<file path="src/rtl/ai_collision_sensor.sv">
// ai_collision_sensor: per-frame proximity flags with hold, contact counting and a start-of-race grace period
module ai_collision_sensor #(
    parameter int CAR_W        = 47,
    parameter int CAR_L        = 67,
    parameter int ROAD_X_MIN   = 325,
    parameter int ROAD_X_MAX   = 495,
    parameter int LOOK_AHEAD   = 120,
    parameter int SIDE_MARGIN  = 8,
    parameter int WALL_MARGIN  = 4,
    parameter int HOLD_FRAMES  = 8,
    parameter int GRACE_FRAMES = 30
) (
    input  logic        frame_clk,
    input  logic        Reset_n,
    input  logic        GameStart,
    input  logic [9:0]  AIX,
    input  logic [9:0]  PlayerX,
    input  logic [15:0] TarDistance,
    output logic [3:0]  AICollide,
    output logic        Contact,
    output logic [7:0]  ContactCount,
    output logic        SensorActive
);
    localparam int HW = $clog2(HOLD_FRAMES + 1);
    localparam int GW = $clog2(GRACE_FRAMES + 1);
    localparam logic [10:0]        L_W    = 11'(CAR_W);
    localparam logic [10:0]        L_WMIN = 11'(ROAD_X_MIN + WALL_MARGIN);
    localparam logic [10:0]        L_WMAX = 11'(ROAD_X_MAX - WALL_MARGIN);
    localparam logic [10:0]        L_SM   = 11'(SIDE_MARGIN);
    localparam logic signed [16:0] L_LA   = 17'(LOOK_AHEAD);
    localparam logic signed [16:0] L_CL   = 17'(CAR_L);
    localparam logic signed [16:0] L_Z    = 17'sd0;

    typedef enum logic [1:0] {IDLE, GRACE, ACTIVE} state_t;

    state_t             r_state, w_next;
    logic [GW-1:0]      r_grace;
    logic [HW-1:0]      r_hold [4];
    logic               r_contact;
    logic [7:0]         r_count;
    logic [10:0]        w_ax, w_px, w_ax_r, w_px_r;
    logic signed [16:0] w_d, w_gap, w_abs;
    logic               w_lat, w_lon, w_sense;
    logic [4:0]         w_raw;

    assign w_ax   = {1'b0, AIX};
    assign w_px   = {1'b0, PlayerX};
    assign w_ax_r = w_ax + L_W;
    assign w_px_r = w_px + L_W;
    assign w_d    = {TarDistance[15], TarDistance};
    assign w_gap  = -w_d;
    assign w_abs  = (w_d < L_Z) ? w_gap : w_d;
    assign w_lat  = (w_ax < w_px_r) && (w_px < w_ax_r);
    assign w_lon  = w_abs < L_CL;
    // Sensing covers the edge that enters ACTIVE, so the first sensed sample lands with SensorActive rising
    assign w_sense = (w_next == ACTIVE);

    // Raw proximity conditions, forced low outside sensing
    always_comb begin
        w_raw    = '0;
        w_raw[0] = w_sense && w_lat && (w_gap > L_Z) && (w_gap <= L_LA);
        w_raw[1] = w_sense && w_lat && (w_d > L_Z) && (w_d <= L_LA);
        w_raw[2] = w_sense && ((w_ax < L_WMIN) ||
                   (w_lon && (w_px_r <= w_ax) && ((w_ax - w_px_r) < L_SM)));
        w_raw[3] = w_sense && ((w_ax_r > L_WMAX) ||
                   (w_lon && (w_ax_r <= w_px) && ((w_px - w_ax_r) < L_SM)));
        w_raw[4] = w_sense && w_lat && w_lon;
    end

    // Next-state: GameStart low always returns to IDLE; grace expiry enters ACTIVE
    always_comb begin
        w_next = r_state;
        if (!GameStart)
            w_next = IDLE;
        else if (r_state == IDLE)
            w_next = GRACE;
        else if (r_state == GRACE && r_grace == '0)
            w_next = ACTIVE;
    end

    // State, grace countdown, registered contact and saturating contact-event count
    always_ff @(posedge frame_clk) begin
        if (!Reset_n) begin
            r_state   <= IDLE;
            r_grace   <= '0;
            r_contact <= 1'b0;
            r_count   <= '0;
        end else begin
            r_state   <= w_next;
            r_grace   <= (r_state == IDLE && w_next == GRACE) ? GW'(GRACE_FRAMES) :
                         (w_next == GRACE && r_grace != '0) ? r_grace - GW'(1) : '0;
            r_contact <= w_raw[4];
            if (r_state == IDLE && GameStart)
                r_count <= '0;
            else if (w_raw[4] && !r_contact && r_count != 8'hFF)
                r_count <= r_count + 8'd1;
        end
    end

    // Per-bit hold counters: reload on raw, otherwise count down to zero
    always_ff @(posedge frame_clk) begin
        for (int i = 0; i < 4; i++)
            if (!Reset_n || !GameStart)
                r_hold[i] <= '0;
            else
                r_hold[i] <= w_raw[i] ? HW'(HOLD_FRAMES) :
                             (r_hold[i] != '0) ? r_hold[i] - HW'(1) : '0;
    end

    // Flags are high while their hold counter is nonzero
    always_comb begin
        AICollide = '0;
        for (int i = 0; i < 4; i++)
            AICollide[i] = (r_hold[i] != '0);
    end

    assign Contact      = r_contact;
    assign ContactCount = r_count;
    assign SensorActive = (r_state == ACTIVE);
endmodule

</file>
<file path="config.mk">
export PLATFORM = sky130hd
export DESIGN_NAME = ai_collision_sensor
export DESIGN_NICKNAME = d
export VERILOG_FILES = /design/src/rtl/ai_collision_sensor.sv
export SDC_FILE = /design/constraint.sdc
export NUM_CORES = 1
export LEC_CHECK = 0
export BUFFER_PORTS_ARGS = -buffer_cell sky130_fd_sc_hd__buf_4
export CAP_MARGIN = 40
export CORE_ASPECT_RATIO = 0.75
export CORE_MARGIN = 1.5
export CORE_UTILIZATION = 58
export DETAILED_ROUTE_END_ITERATION = 6
export GPL_ROUTABILITY_DRIVEN = 0
export PLACE_DENSITY = 0.82
export SLEW_MARGIN = 30
export SYNTH_ARGS = -nofsm -noshare
export SYNTH_HDL_FRONTEND = slang
export SYNTH_SLANG_ARGS = --single-unit
</file>
<file path="constraint.sdc">
create_clock -name frame_clk -period 4.34 [get_ports frame_clk]
set_input_delay 0.868 -clock frame_clk [delete_from_list [all_inputs] [get_ports frame_clk]]
set_output_delay 0.868 -clock frame_clk [all_outputs]
set_load 0.05 [all_outputs]
</file>
### Yosys cells after proc, flatten, opt, wreduce, memory -nomap -nowiden

Memories as Yosys holds them, arrays and structs flattened.
Cells that the tools add are included.

* register bits: 16
* bits in writable memories: 16
* input bits: 39
* output and inout port bits: 14
* logic and storage cells: 97
* memories kept: 1

* $add $sub $neg: 11
* order comparisons: 14
* equality and inequality tests: 5
* mux-type cells: 21
* bitwise logic cells: 6
* reduce and logical (&&, ||, !) cells: 34

Memories
* r_hold: depth 4, bits a word 4, rd ports 4, clocked after memory_dff 0, wr ports 4, RTL line 38 `logic [HW-1:0] r_hold [4];`

Operators with widths (count)
* $mux W4: 12
* $add A10 B6 Y11 const B: 2
* $le A11 B10 Y1: 2
* $lt A10 B11 Y1: 2
* $lt A11 B4 Y1 const B: 2
* $sub A10 B11 Y11: 2
* $logic_and A1 B1 Y1: 19
* $gt A17 B1 Y1 const B: 1
* $le A17 B8 Y1 const B: 1
* $lt A17 B8 Y1 const B: 1
* $mux W17: 1
* $neg A16 Y17: 1
* $gt A16 B1 Y1 const B: 1
* $le A16 B8 Y1 const B: 1
* $lt A16 B1 Y1 const B: 1
* $reduce_bool A4 Y1: 4
* $sub A4 B1 Y4 const B: 4
* $gt A11 B9 Y1 const B: 1
* $lt A10 B9 Y1 const B: 1
* $mux W5: 2
* $add A8 B1 Y8 const B: 1
* $ne A8 B8 Y1 const B: 1
* $mux W2: 3
* $logic_not A5 Y1: 1
* 12 further kinds: 24

### Longest topological paths before layout

* depth after elaboration: 11
* gate-level depth with buffers: 15
* mapped depth without buffers: 14

### Least setup slack after synthesis

OpenSTA, ideal clock, no wires.

* path kind: input -> register
* from: in AIX[0]
* to: reg r_count[0] (netlist: ContactCount[0])
* setup time: 0.070 ns
* arrival time: 3.781 ns
* slack: 0.489 ns
* stages: 14
* path buffers: 1
* cell sequence: inv_1 > ha_1 > or4b_2 > a21o_1 > nand2_1 > ha_1 > o21a_1 > o21ai_0 > a32oi_1 > a21o_1 > a211o_1 > buf_2 > or3_1 > a21oi_1

* longest elaborated chain between the ends: 7
* elaborated cells between the ends (all ways): 8
* those cells by class: add/sub (1); order compare (2); reduce/logical (5)

Ends and longest elaborated chain
* from (decl): RTL line 16 `input logic [9:0] AIX,`
* $add A10 B6 Y11: RTL line 48 `assign w_ax_r = w_ax + L_W;`
* $lt A10 B11 Y1: RTL line 53 `assign w_lat = (w_ax < w_px_r) && (w_px < w_ax_r);`
* $logic_and A1 B1 Y1 *: RTL line 53
* $logic_and A1 B1 Y1 * (2 in series): RTL line 67 `w_raw[4] = w_sense && w_lat && w_lon;`
* $logic_and A1 B1 Y1 * (2 in series): RTL line 95 `else if (w_raw[4] && !r_contact && r_count != 8'hFF)`
* to (signal assigned): RTL line 96 `r_count <= r_count + 8'd1;`
* to (decl): RTL line 40 `logic [7:0] r_count;`

Every way passes the cells marked *; elsewhere a longest branch is shown, timed or not.
A chain may end at the register's enable or synchronous reset.

### Worst setup path in the final report

* from: in AIX[0]
* to: reg r_count[6] (netlist: ContactCount[6])

Same word-level chain as after synthesis.

==> metrics <==
Post-synth EDFFs=0; DPL Wire Length=between 6 and 7 mm; Detailed Route WL=between 8 and 9 mm; CP delay by family, top=compound AO/OA/AOI/OAI gates; crit path max fanout=14; vias in the first global route=2923; max_cap viols=0; Final Hold Fails=0; first-pass GRT wire length=around 13 mm; period utilisation layout=94.7%; CP Launch Type=input port; top cells by area, synth=dfxtp_1, ha_1, xnor2_1, nor2_1, inv_1; Fmax=about 240 MHz; final-stage net count=530; width of the die=between 80 and 90 um; Int Power=602 uW; IO Count=53; Die ar.=5880 um^2; post-layout min period=4.11 ns; gr ovfl total=0; clock buffer count from CTS=5; Clock Sinks=32; Distinct cells, synth=66; Tightest Hold Check Type=flip-flop to flip-flop; layout cells sized above 1=a little under a fifth; Wirelength per Cell=roughly 15 um; Seq cells post-synth=32; Hold Crit Start=r_hold[3][0]; Initial Util=around three fifths; Post-synth ARST share=0%; I/O Buffers=between 50 and 60; Gate power share=between 30% and 40%; P&R area growth vs syn=19.2%; FF-to-FF End=ContactCount[6]; Antenna Violating Nets Remaining=0; Critical path buffers and inverters=2; Setup CP Type=input port to flip-flop; Primary FF master, synth=dfxtp_1; Critical Path Max Stage Delay=~0.62 ns; worst reg-to-reg path cell count=6; Syn Std Cell Area=3150 um^2; Worst setup EP type=flip-flop; largest net degree at the start of global routing=15; vias per inst=5.99; worst-margin pin slew=between 0.6 and 0.7 ns; CTS tree=built; Reg clk slew, reported paths=around 0.070 ns; RR Startpoint=ContactCount[0]; Finished Core Util=70.8%; DRT Pass-1 Iters=4; All-Layer GR Usage=28.2%; Max Slew Vio Count=0; YS warnings=0; RSZ-0062 raised after global routing=false; syn_nets=between 400 and 500; CP cell instances=buf_4 > inv_1 > ha_1 > or4b_2 > a21o_1 > nand2_1 > ha_1 > o21a_1 > o21ai_0 > a32oi_1 > a21o_1 > a211o_1 > or4_1 > a21oi_1; ANT cells=0; Core Box Area=roughly 5300 um^2; H-tree depth=2; worst path required time=4.56 ns; CP max-delay cell=or4b_2; leakage dissipation=0.00167 uW; Sw Pwr=286 uW; Avg Inst Size Synth=7.83 um^2; worst rel slew slack=56.3%; post-synth top area share=a little over 20%; post-route insts no fill=around 540; DRC viols=0; Post-CTS Repair Setup Buffers=0; num rows=23; Sw Share=between 30% and 40%; largest area contributor in the netlist=dfxtp_1; Final setup viols=0; status=finished clean; worst hold endpoint=r_hold[3][0]; register area share after synthesis=20.3%; Gate Count Post-Synth=402; Vias=~3200; die height=approximately 67 um; worst skew pair latency=approximately 0.28 ns; Reg power frac=between 30% and 40%; # placed instances=~530; pwr/cell area=between 200 and 250 nW/um^2; CTS Buffer Depth=2; Max VDD drop=0.213 mV; initial antenna violation count=0; Root Buffer=clkbuf_8; Clock Skew=0.00661 ns; clock share of power=32.0%; initial DRC count=roughly 200; setup tns final=0 ns; hold-critical path depth=1; Worst EP arrival=~4.3 ns; R2R Setup Slk=approximately 2.1 ns
==> worst max-delay path by stage <==
| stage | depth (start not counted) | slack, ns | startpoint | to |
|---|---|---|---|---|
| CTS | 14 | 0.24 | AIX[0] | r_hold[0][2] |
| detailed placement | 14 | -0.06 | AIX[0] | r_hold[0][2] |
| global route | 14 | 0.007 | AIX[0] | ContactCount[4] |
| floorplan | 14 | 0.49 | AIX[0] | ContactCount[0] |
| global placement | 14 | 0.10 | AIX[0] | ContactCount[4] |
| finish | 14 | 0.23 | AIX[0] | ContactCount[6] |
==> cells by family after synthesis <==
logic type      synth area share [%]
mux                             1.63
fa+ha+maj                       12.3
buf+inv                         4.69
simple gates                    29.0
flops                           20.3
xor+xnor                        7.23
compound gates                  24.8
==> final cells by class <==
class                      instances  area, um^2
clock buffer                       5        68.8
inverter                          30         113
multi-input combinational        334        2360
tap                               75        93.8
fill                             449        1540
clock inverter                     3        42.5
sequential                        32         641
timing repair buffer              57         428
==> state kept, by name, indices dropped and copies added (netlist names) <==
name,flops
ContactCount,8
r_state,2
r_hold,16
Contact,1
r_grace,5
==> per-stage QoR <==
stage / cell area [um^2] / total power, uW / hold WS, ns / setup slack [ns]
after floorplan: 3150 / 509 / 0.409 / 0.489
after global placement: 3630 / 595 / 0.423 / 0.100
after detailed placement: 3630 / 606 / 0.425 / -0.0576
after CTS: 3750 / 888 / 0.441 / 0.245
after global routing: 3750 / 936 / 0.471 / 0.00710
final: 3750 / 888 / 0.439 / 0.229
==> layer usage <==
| layer | routed length [um] | GRT usage [%] | up-vias |
|---|---|---|---|
| li1 | - | - | 1633 |
| met1 | 3940 | 40.3 | 1481 |
| met2 | 3530 | 44.4 | 89 |
| met3 | 525 | 4.96 | 8 |
| met4 | 56 | 5.66 | 0 |
| met5 | 0 | 0 | - |
==> power groups by stage <==
stage	clock [uW]	sequential (uW)	combinational [uW]
floorplan	0	312	197
global placement	0	313	281
detailed placement	0	314	292
CTS	287	307	293
global route	302	308	327
finish	284	307	297
==> synthesized netlist by cell type, types with 7 or more instances <==
library cell / instances
nor2_1: 36
o21ai_0: 18
dfxtp_1: 32
nor3_1: 20
nor2b_1: 8
or3_1: 8
nand4_1: 11
nand2_1: 27
ha_1: 31
a21o_1: 9
a21oi_1: 19
xnor2_1: 19
inv_1: 30
o21a_1: 9
nand3_1: 13
o31ai_1: 7
nor4_1: 9
xor2_1: 7
==> worst reg2reg max path, stage by stage (launching register included) <==
cell and delay [ns]:
dfxtp_1 0.37, ha_1 0.27, a41oi_1 0.45, o211a_4 0.25, a22oi_4 0.10, or4_1 0.54, a21oi_1 0.15
==> what timing repair did <==
action / in CTS / in global routing
endpoints found under the hold margin: 0 / 0
hold buffers: 0 / 0
endpoints found under the setup margin: 0 / 4
resized for setup: 0 / 1
==> layout by cell type, fill, tap and decap left out, types with 5 or more instances in the layout <==
master,n
buf_4,57
a21oi_1,19
nor3_1,19
a21o_1,9
xor2_1,7
nand4_1,11
dfxtp_1,32
nor2_1,36
inv_1,30
o21a_1,9
o31ai_1,7
xnor2_1,19
nand2_1,27
nand2b_1,5
nor4_1,9
nand3_1,13
or4_1,5
o21ai_0,18
nor2b_1,8
or3_1,8
ha_1,31
clkbuf_8,5
Note: power is estimated with default switching activity, not from simulation.
